$ cat config.mk
export PLATFORM = sky130hd
export DESIGN_NAME = ace_ar_rr_arbiter
export DESIGN_NICKNAME = d
export VERILOG_FILES = /design/src/rtl/ace_arb_pkg.sv /design/src/rtl/ace_ar_rr_arbiter_rr_pick.sv /design/src/rtl/ace_ar_rr_arbiter.sv
export SDC_FILE = /design/constraint.sdc
export NUM_CORES = 1
export LEC_CHECK = 0
export BUFFER_PORTS_ARGS = -buffer_cell sky130_fd_sc_hd__buf_2
export CAP_MARGIN = 40
export CELL_PAD_IN_SITES_DETAIL_PLACEMENT = 0
export CELL_PAD_IN_SITES_GLOBAL_PLACEMENT = 1
export CORE_AREA = 5 5 192 194
export DETAILED_ROUTE_END_ITERATION = 10
export DIE_AREA = 0 0 197 199
export GPL_TIMING_DRIVEN = 1
export PLACE_DENSITY = 0.55
export SLEW_MARGIN = 10
export SYNTH_ARGS = -nofsm -noshare
export SYNTH_HDL_FRONTEND = slang
export SYNTH_SLANG_ARGS = --single-unit
export TNS_END_PERCENT = 20
$ cat constraint.sdc
create_clock -name clk -period 5.33 [get_ports clk]
set_input_delay 0 -clock clk [delete_from_list [all_inputs] [get_ports clk]]
set_output_delay 0 -clock clk [all_outputs]
set_load 0.05 [all_outputs]
$ cat src/rtl/ace_arb_pkg.sv
// Shared types and constants for the ACE read-address round-robin arbiter.
package ace_arb_pkg;

  localparam int unsigned IDX_W = 5;

  typedef enum logic [1:0] {
    ARB_IDLE,
    ARB_ADDR,
    ARB_DATA
  } arb_state_t;

endpackage

$ cat src/rtl/ace_ar_rr_arbiter_rr_pick.sv
// Round-robin pick: lowest requester above ptr, else lowest requester overall.
module rr_pick
  import ace_arb_pkg::*;
#(
  parameter int unsigned NUM_MASTERS = 8
) (
  input  logic [NUM_MASTERS-1:0] req,
  input  logic [IDX_W-1:0]       ptr,
  output logic [IDX_W-1:0]       idx,
  output logic                   any
);

  logic [NUM_MASTERS-1:0] mask;
  logic [IDX_W-1:0]       lo_all;
  logic [IDX_W-1:0]       lo_mask;

  always_comb begin
    mask    = '0;
    lo_all  = '0;
    lo_mask = '0;
    for (int unsigned i = 0; i < NUM_MASTERS; i++) begin
      mask[i] = req[i] && (i > 32'(ptr));
    end
    // Scan downwards so the last hit is the lowest set bit.
    for (int unsigned i = NUM_MASTERS; i > 0; i--) begin
      if (req[i-1])  lo_all  = IDX_W'(i - 1);
      if (mask[i-1]) lo_mask = IDX_W'(i - 1);
    end
    idx = (|mask) ? lo_mask : lo_all;
    any = |req;
  end

endmodule

$ cat src/rtl/ace_ar_rr_arbiter.sv
// ACE AR/R round-robin arbiter: one read transaction in flight, grant held
// from AR issue until the last R beat, priority rotates after each burst.
module ace_ar_rr_arbiter
  import ace_arb_pkg::*;
#(
  parameter int unsigned NUM_MASTERS = 8,
  parameter int unsigned ADDR_W      = 32,
  parameter int unsigned ID_W        = 4,
  parameter int unsigned DATA_W      = 64
) (
  input  logic                          clk,
  input  logic                          rst,
  input  logic [NUM_MASTERS-1:0]        m_arvalid,
  input  logic [NUM_MASTERS*ADDR_W-1:0] m_araddr,
  input  logic [NUM_MASTERS*ID_W-1:0]   m_arid,
  output logic [NUM_MASTERS-1:0]        m_arready,
  output logic                          s_arvalid,
  output logic [ADDR_W-1:0]             s_araddr,
  output logic [ID_W-1:0]               s_arid,
  input  logic                          s_arready,
  input  logic                          s_rvalid,
  input  logic [DATA_W-1:0]             s_rdata,
  input  logic                          s_rlast,
  output logic                          s_rready,
  output logic [NUM_MASTERS-1:0]        m_rvalid,
  output logic [DATA_W-1:0]             m_rdata,
  output logic                          m_rlast,
  input  logic [NUM_MASTERS-1:0]        m_rready,
  output logic                          grant_valid,
  output logic [IDX_W-1:0]              grant_idx
);

  arb_state_t             state;
  logic [IDX_W-1:0]       rr_ptr;
  logic [IDX_W-1:0]       pick_idx;
  logic                   pick_any;
  logic [NUM_MASTERS-1:0] gsel;
  logic                   in_addr;
  logic                   in_data;

  rr_pick #(.NUM_MASTERS(NUM_MASTERS)) u_pick (
    .req (m_arvalid),
    .ptr (rr_ptr),
    .idx (pick_idx),
    .any (pick_any)
  );

  always_ff @(posedge clk) begin
    if (rst) begin
      state     <= ARB_IDLE;
      grant_idx <= '0;
      rr_ptr    <= IDX_W'(NUM_MASTERS - 1);
    end else begin
      case (state)
        ARB_IDLE: begin
          if (pick_any) begin
            grant_idx <= pick_idx;
            state     <= ARB_ADDR;
          end
        end
        ARB_ADDR: begin
          if (s_arvalid && s_arready) state <= ARB_DATA;
        end
        ARB_DATA: begin
          if (s_rvalid && s_rready && s_rlast) begin
            rr_ptr <= grant_idx;
            state  <= ARB_IDLE;
          end
        end
        default: state <= ARB_IDLE;
      endcase
    end
  end

  assign in_addr     = (state == ARB_ADDR);
  assign in_data     = (state == ARB_DATA);
  assign grant_valid = in_addr || in_data;
  assign m_rdata     = s_rdata;
  assign m_rlast     = s_rlast;

  // One-hot decode of the grant keeps all per-master routing index-width agnostic.
  always_comb begin
    gsel     = '0;
    s_araddr = '0;
    s_arid   = '0;
    for (int unsigned i = 0; i < NUM_MASTERS; i++) begin
      gsel[i] = (grant_idx == IDX_W'(i));
      if (gsel[i]) begin
        s_araddr = m_araddr[i*ADDR_W +: ADDR_W];
        s_arid   = m_arid[i*ID_W +: ID_W];
      end
    end
    s_arvalid = in_addr && (|(m_arvalid & gsel));
    m_arready = (in_addr && s_arready) ? gsel : '0;
    m_rvalid  = (in_data && s_rvalid) ? gsel : '0;
    s_rready  = in_data && (|(m_rready & gsel));
  end

  // A granted master must hold arvalid until its AR handshake completes.
  a_arvalid_held: assert property (
    @(posedge clk) disable iff (rst) (state == ARB_ADDR) |-> s_arvalid
  );

endmodule
==> results of run 1 <==
==> critical path, stage by stage, from the launching register on <==
cell      delay, ns
dfxtp_4        0.60
buf_4          0.50
nand2b_2       0.21
buf_4          0.47
nor2_1         0.16
o31ai_2        0.57
a221oi_2       0.14
o32ai_1        0.27
==> where the power goes <==
part | internal (mW) | leakage (nW) | switching (mW) | total [mW]
Clock | 0.100 | 0.0382 | 0.0336 | 0.134
Sequential | 0.0785 | 0.0676 | 0.122 | 0.201
Combinational | 0.608 | 2.40 | 1.33 | 1.94
==> per-stage QoR <==
stage | std cells | utilization
2_1_floorplan | 565 | -
3_3_place_gp | 1285 | 0.159
3_5_place_dp | 1286 | 0.160
4_1_cts | 1290 | 0.162
5_1_grt | 1290 | 0.162
6_report | 1290 | 0.162
==> layout make-up <==
type,instances,area (sq um)
fill,4142,29400
multi-input combinational,434,2900
timing repair buffer,374,1920
tap,461,577
sequential,8,171
clock buffer,4,78.8
inverter,9,33.8
==> how the worst max path moves through the flow <==
stage,slack (ns),start,cells past startpoint,end
2_1_floorplan,2.65,grant_idx[1],5,m_rvalid[2]
3_3_place_gp,2.25,grant_idx[1],7,rr_ptr[0]
3_5_place_dp,2.18,grant_idx[1],7,state[0]
4_1_cts,2.17,grant_idx[1],7,state[0]
5_1_grt,1.94,grant_idx[1],7,state[0]
6_report,2.29,grant_idx[1],7,state[0]
==> cells in the final DEF, fill, tap and decap left out, types with 2 or more instances in the layout <==
cell       netlist  routed
nand2_1         76      76
nor2b_1          4       3
o21ai_0         38      38
ha_1             3       3
nor2_1          59      58
dfxtp_1          8       5
dfxtp_4          0       3
conb_1           1       2
mux2i_1        117     117
buf_2           11     367
o21bai_1         2       2
a21o_1           2       2
clkbuf_16        0       3
buf_4           68       5
nand2b_1        12      11
a2bb2oi_1        2       2
a21oi_1         43      43
o221ai_1        36      36
o22ai_1          2       2
a31oi_1          3       3
a211oi_1         2       2
inv_1            9       8
a211o_1          4       4
nand3_1          7       7
nor3_1           5       5
==> kinds of logic after synthesis <==
group | after synthesis | share of synthesized area
flops | 8 | 0.0424
compound gates | 144 | 0.252
fa+ha+maj | 3 | 0.00993
mux | 118 | 0.316
simple gates | 167 | 0.184
buf+inv | 123 | 0.195
other cells | 1 | 0.000992
==> sequential cells by signal (all words and copies together), names as in the netlist <==
signal     cells
grant_idx      3
rr_ptr         3
state          2
==> per-layer routing <==
layer / routed length [um] / share of wire / vias up
met1: 8290 / 0.38 / 2323
li1: - / - / 2489
met2: 10900 / 0.49 / 298
met5: 13 / 0.00059 / -
met4: 801 / 0.036 / 2
met3: 2060 / 0.093 / 56
==> metrics.txt, run 1 <==
status=finished clean; final worst path period need=3.04 ns; post-cts sizing count=0; drt wl/cell=~17 um; Critical R2R Launch=grant_idx[1]; largest net degree at the start of global routing=52; Slew Limit Fails=0; drt total wl=between 20 and 25 mm; TritonCTS clock tree=done; Placement Setup Slack=~2.2 ns; Die X=just under 200 um; HP Class=in -> out; DRT antenna net count=0; count of cell types in the netlist=41; Power Density=~400 nW/um^2; Pre-antenna DRT Iters=4; RSZ-0062 raised after global routing=false; # DRC=0; Final Hold Vio Count=0; M1 GR Usage=0.117; FF-to-FF End=state[0]; clk slew on worst S/H paths=around 0.040 ns; final setup margin=about 2.3 ns; VDD IR max=~0.16 mV; ant diodes=0; Area after DPL=between 5000 and 6000 sq um; overall power=~2.3 mW; slew margin rel.=0.465; GRT met2 Usage=0.181; CTS H-Tree Depth=1; post-route design area=5690 sq um; Post-synth EDFFs=0; critical-path maximum fanout=47; number of global-route vias before repair=between 5000 and 6000; critical path type=reg -> reg; setup bufs post-CTS=0; die height=roughly 200 um; FMAX=329 MHz; Final GP Congestion=between 0.7 and 0.8; Clk Latency, worst-skew pair=about 0.24 ns; Seq/Total Area, Yosys=0.0424; Total Neg Setup Slack=0 ns; global-route met3 utilization=0.0196; initial antenna violation count=1; Nets=between 1000 and 1500; Inserted Clock Buffers=3; top_reg_cell synth=dfxtp_1; Worst R2R Setup Slack=2.29 ns; GRT Residual Overflow=0; layout cell share with drive strength beyond 1=0.469; Die Area=39200 sq um; Layout Area Growth over Synthesis=50.4%; first-pass GRT wire length=30.5 mm; detailed-route vias per instance=roughly 4.0; Leak Pwr=roughly 2.5 nW; cell count after synthesis=between 500 and 600; Hold Path End=m_rdata[35]; Least-Margin Pin Slew=between 0.8 and 0.9 ns; Clock Sinks=8; clock buffer depth=2; CORE AREA=approximately 35000 sq um; max cap viols=0; Async S/R FF share, synth=0; HP Start=s_rdata[35]; Synth warnings=0; Worst Hold Path Cells=0; CTS hold repair buffers=0; Worst R2R Path Depth=7; grt peak-use layer=met2; Hold WS=roughly 0.000019 ns; Total GRT Usage=0.0996; CP Capture Type=flip-flop; required time of the worst setup path=between 5 and 6 ns; final setup vio count=0; Cell Area, Synth=~3800 sq um; initial core utilization=0.108; vias=~5200; HPWL Detailed=~18 mm; Final period util=0.571; CP startpoint kind=flip-flop; number of top-level pins=between 400 and 500; Synth Register Bits=8; Setup Skew=0.00645 ns; Clock Tree Root=clkbuf_16; WP data arrival=between 3 and 4 ns; port bufs=roughly 370; largest cells by area after synthesis=mux2i_1 (31%), buf_4 (14%), o221ai_1 (8.3%); post-synth top area share=0.310; syn_area_per_cell=approximately 6.7 sq um; most frequent cell after synthesis=mux2i_1; initial drt markers=around 190; Post-synth top cells=mux2i_1 (117), nand2_1 (76), buf_4 (68); row cnt=69; Synth area leader=mux2i_1
No activity file was read; power rests on OpenSTA's default activity.
==> run 2, diff against run 1 <==
- CORE_AREA: 5 5 192 194 -> 5 5 190 192
- DIE_AREA: 0 0 197 199 -> 0 0 195 197
- PLACE_DENSITY: 0.55 -> 0.58
- clock period: 5.33 -> 2.77 ns (I/O delays scaled with it)
==> run 2 against run 1 <==
  * Clock-buffer cell count did not move
  * Routed wire length increased by 3.7%
  * Worst hold slack about the same
  * Die area down 2.0%
  * Clock skew shrank 0.0037 ns
  * Sequential power rose by 48%
  * Sequential share of layout area about the same
  * Critical path depth decreased by 2
  * Flip-flop and latch count unchanged
  * Register-to-register slack got worse by 1.7 ns
  * Setup slack got worse by 2.1 ns
==> metrics.txt, run 2 (synthesis gave the netlist of run 1 again) <==
status=finished clean; DRT antenna net count=0 (unchanged); Nets=1209 (+0.25%); Hold WS=0.0000193 ns (-0.00000000100 ns); most frequent cells in the layout=buf_2 (367), mux2i_1 (117), nand2_1 (76); port bufs=367 (unchanged); Leak Pwr=2.53 nW (+0.93%); VDD IR max=0.327 mV (+110%); worst-path cell chain=inv_2 > o21ai_0 > nand2_1 > o221ai_1 > buf_2; Clock Tree Root=clkbuf_16; CTS hold repair buffers=0 (unchanged); Power Density=767 nW/um^2 (+92%); first-pass GRT wire length=31.9 mm (+4.4%); Final GP Congestion=0.943 (+21%); detailed-route vias per instance=4.01 (about the same); # DRC=0 (unchanged); Setup Skew=0.00271 ns (-0.00375 ns); Inserted Clock Buffers=3 (unchanged); Slew Limit Fails=0 (unchanged); clk slew on worst S/H paths=0.04 ns (about the same); Die Area=38400 sq um (-2.0%); row cnt=68 (-1.4%); drt wl/cell=17.8 um (+4.0%); clock power share=0.057 (-0.002); drt total wl=22.9 mm (+3.7%); number of top-level pins=498 (unchanged); HPWL Detailed=19.2 mm (+4.7%); TritonCTS clock tree=done; FMAX=390 MHz; Area after DPL=5650 sq um (+0.80%); Sw Share=0.647 (-0.00765); Pre-antenna DRT Iters=4 (unchanged); clock buffer depth=2 (unchanged); Seq. cell area=171 sq um (unchanged); Total GRT Usage=0.107 (+0.00686); critical path type=reg -> out; layout cell share with drive strength beyond 1=0.472 (+0.00312); overall power=4.40 mW (+93%); CP startpoint kind=flip-flop; Multi-input gate area=2900 sq um (unchanged); Die X=195 um (-1.0%); Clock Sinks=8 (unchanged); commonest non-fill, non-tap cell in the layout=buf_2; required time of the worst setup path=2.77 ns (-2.69 ns); fin cells=1287 (-0.23%); Final period util=0.926; GRT Residual Overflow=0 (unchanged); placed cells=1283 (-0.23%); Combinational Power Share=0.875 (+0.022); number of global-route vias before repair=5134 (-2.8%); part of the power in registers=0.068 (-0.020); CTS H-Tree Depth=1 (unchanged); initial core utilization=0.111 (+0.00267); ant diodes=0 (unchanged); Clk Latency, worst-skew pair=0.23 ns (about the same); slew margin rel.=0.572 (+0.107); initial antenna violation count=2 (+1); critical-path maximum fanout=30 (-36%); Power Internal=1.55 mW (+98%); die height=197 um (-1.0%); FILL cells=4043 (-2.4%); CP Capture Type=output port; Least-Margin Pin Slew=0.638 ns (-0.165 ns); HP Class=in -> out; largest net degree at the start of global routing=51 (-1.9%); WP data arrival=2.57 ns (-0.61 ns); Final Hold Vio Count=0 (unchanged); NetSw=2.84 mW (+91%); final worst path period need=around 2.6 ns; initial drt markers=135 (-30%); Critical-path top delay cell=dfxtp_4; Layout Area Growth over Synthesis=51.6%; Total Neg Setup Slack=0 ns (unchanged); RSZ-0062 raised after global routing=false; CORE AREA=34200 sq um (-2.4%); Worst path max stage delay=0.75 ns (+0.15 ns); top flop regs=grant_idx (3), rr_ptr (3), state (2); vias=5160 (-0.15%); final setup vio count=0 (unchanged); post-route design area=5730 sq um (+0.79%); max cap viols=0 (unchanged); setup bufs post-CTS=0 (unchanged); post-cts sizing count=0 (unchanged)
-- run 2: final timing paths --
| kind | from | endpoint | slack, ns | cells after the start |
|---|---|---|---|---|
| max | grant_idx[0] | s_arid[3] | 0.20 | 5 |
| min | s_rdata[55] | m_rdata[55] | 0.00002 | 0 |
| max reg2reg | grant_idx[0] | rr_ptr[2] | 0.58 | 5 |
| min reg2reg | state[1] | state[1] | 0.50 | 2 |
-- run 2: power groups by stage --
stage	registers, mW	clock network, mW	logic, mW
3_3_place_gp	0.301	0	3.90
5_1_grt	0.311	0.263	4.12
2_1_floorplan	0.205	0	3.08
6_report	0.298	0.250	3.85
4_1_cts	0.302	0.258	3.91
3_5_place_dp	0.304	0	3.90
-- run 2: per-stage QoR --
stage	setup WS, ns	utilization
final	0.204	0.168
after global routing	0.161	0.168
after CTS	0.197	0.168
after detailed placement	0.447	0.165
after global placement	0.496	0.165
after floorplan	0.0860	-
-- run 2: worst max-delay path, delay by kind of cell (launching register included) --
family,cells,cell delay (ns)
flops,1,0.75
buf+inv,2,0.67
simple gates,1,0.15
compound gates,2,0.71
-- run 2: layout make-up --
class,instances,area share
multi-input cells,434,0.507
repair buffers,377,0.345
well taps,455,0.0993
flip-flops and latches,8,0.0299
clock buffers,4,0.0138
inverters,9,0.00590
-- run 2: per-layer routing --
metal  up-vias  global-route usage  share of wire
met1      2297               0.124           0.38
met3        59              0.0248          0.087
met5         -                   0         0.0012
met2       304               0.187           0.48
met4         4              0.0447          0.043
li1       2496                   -              -
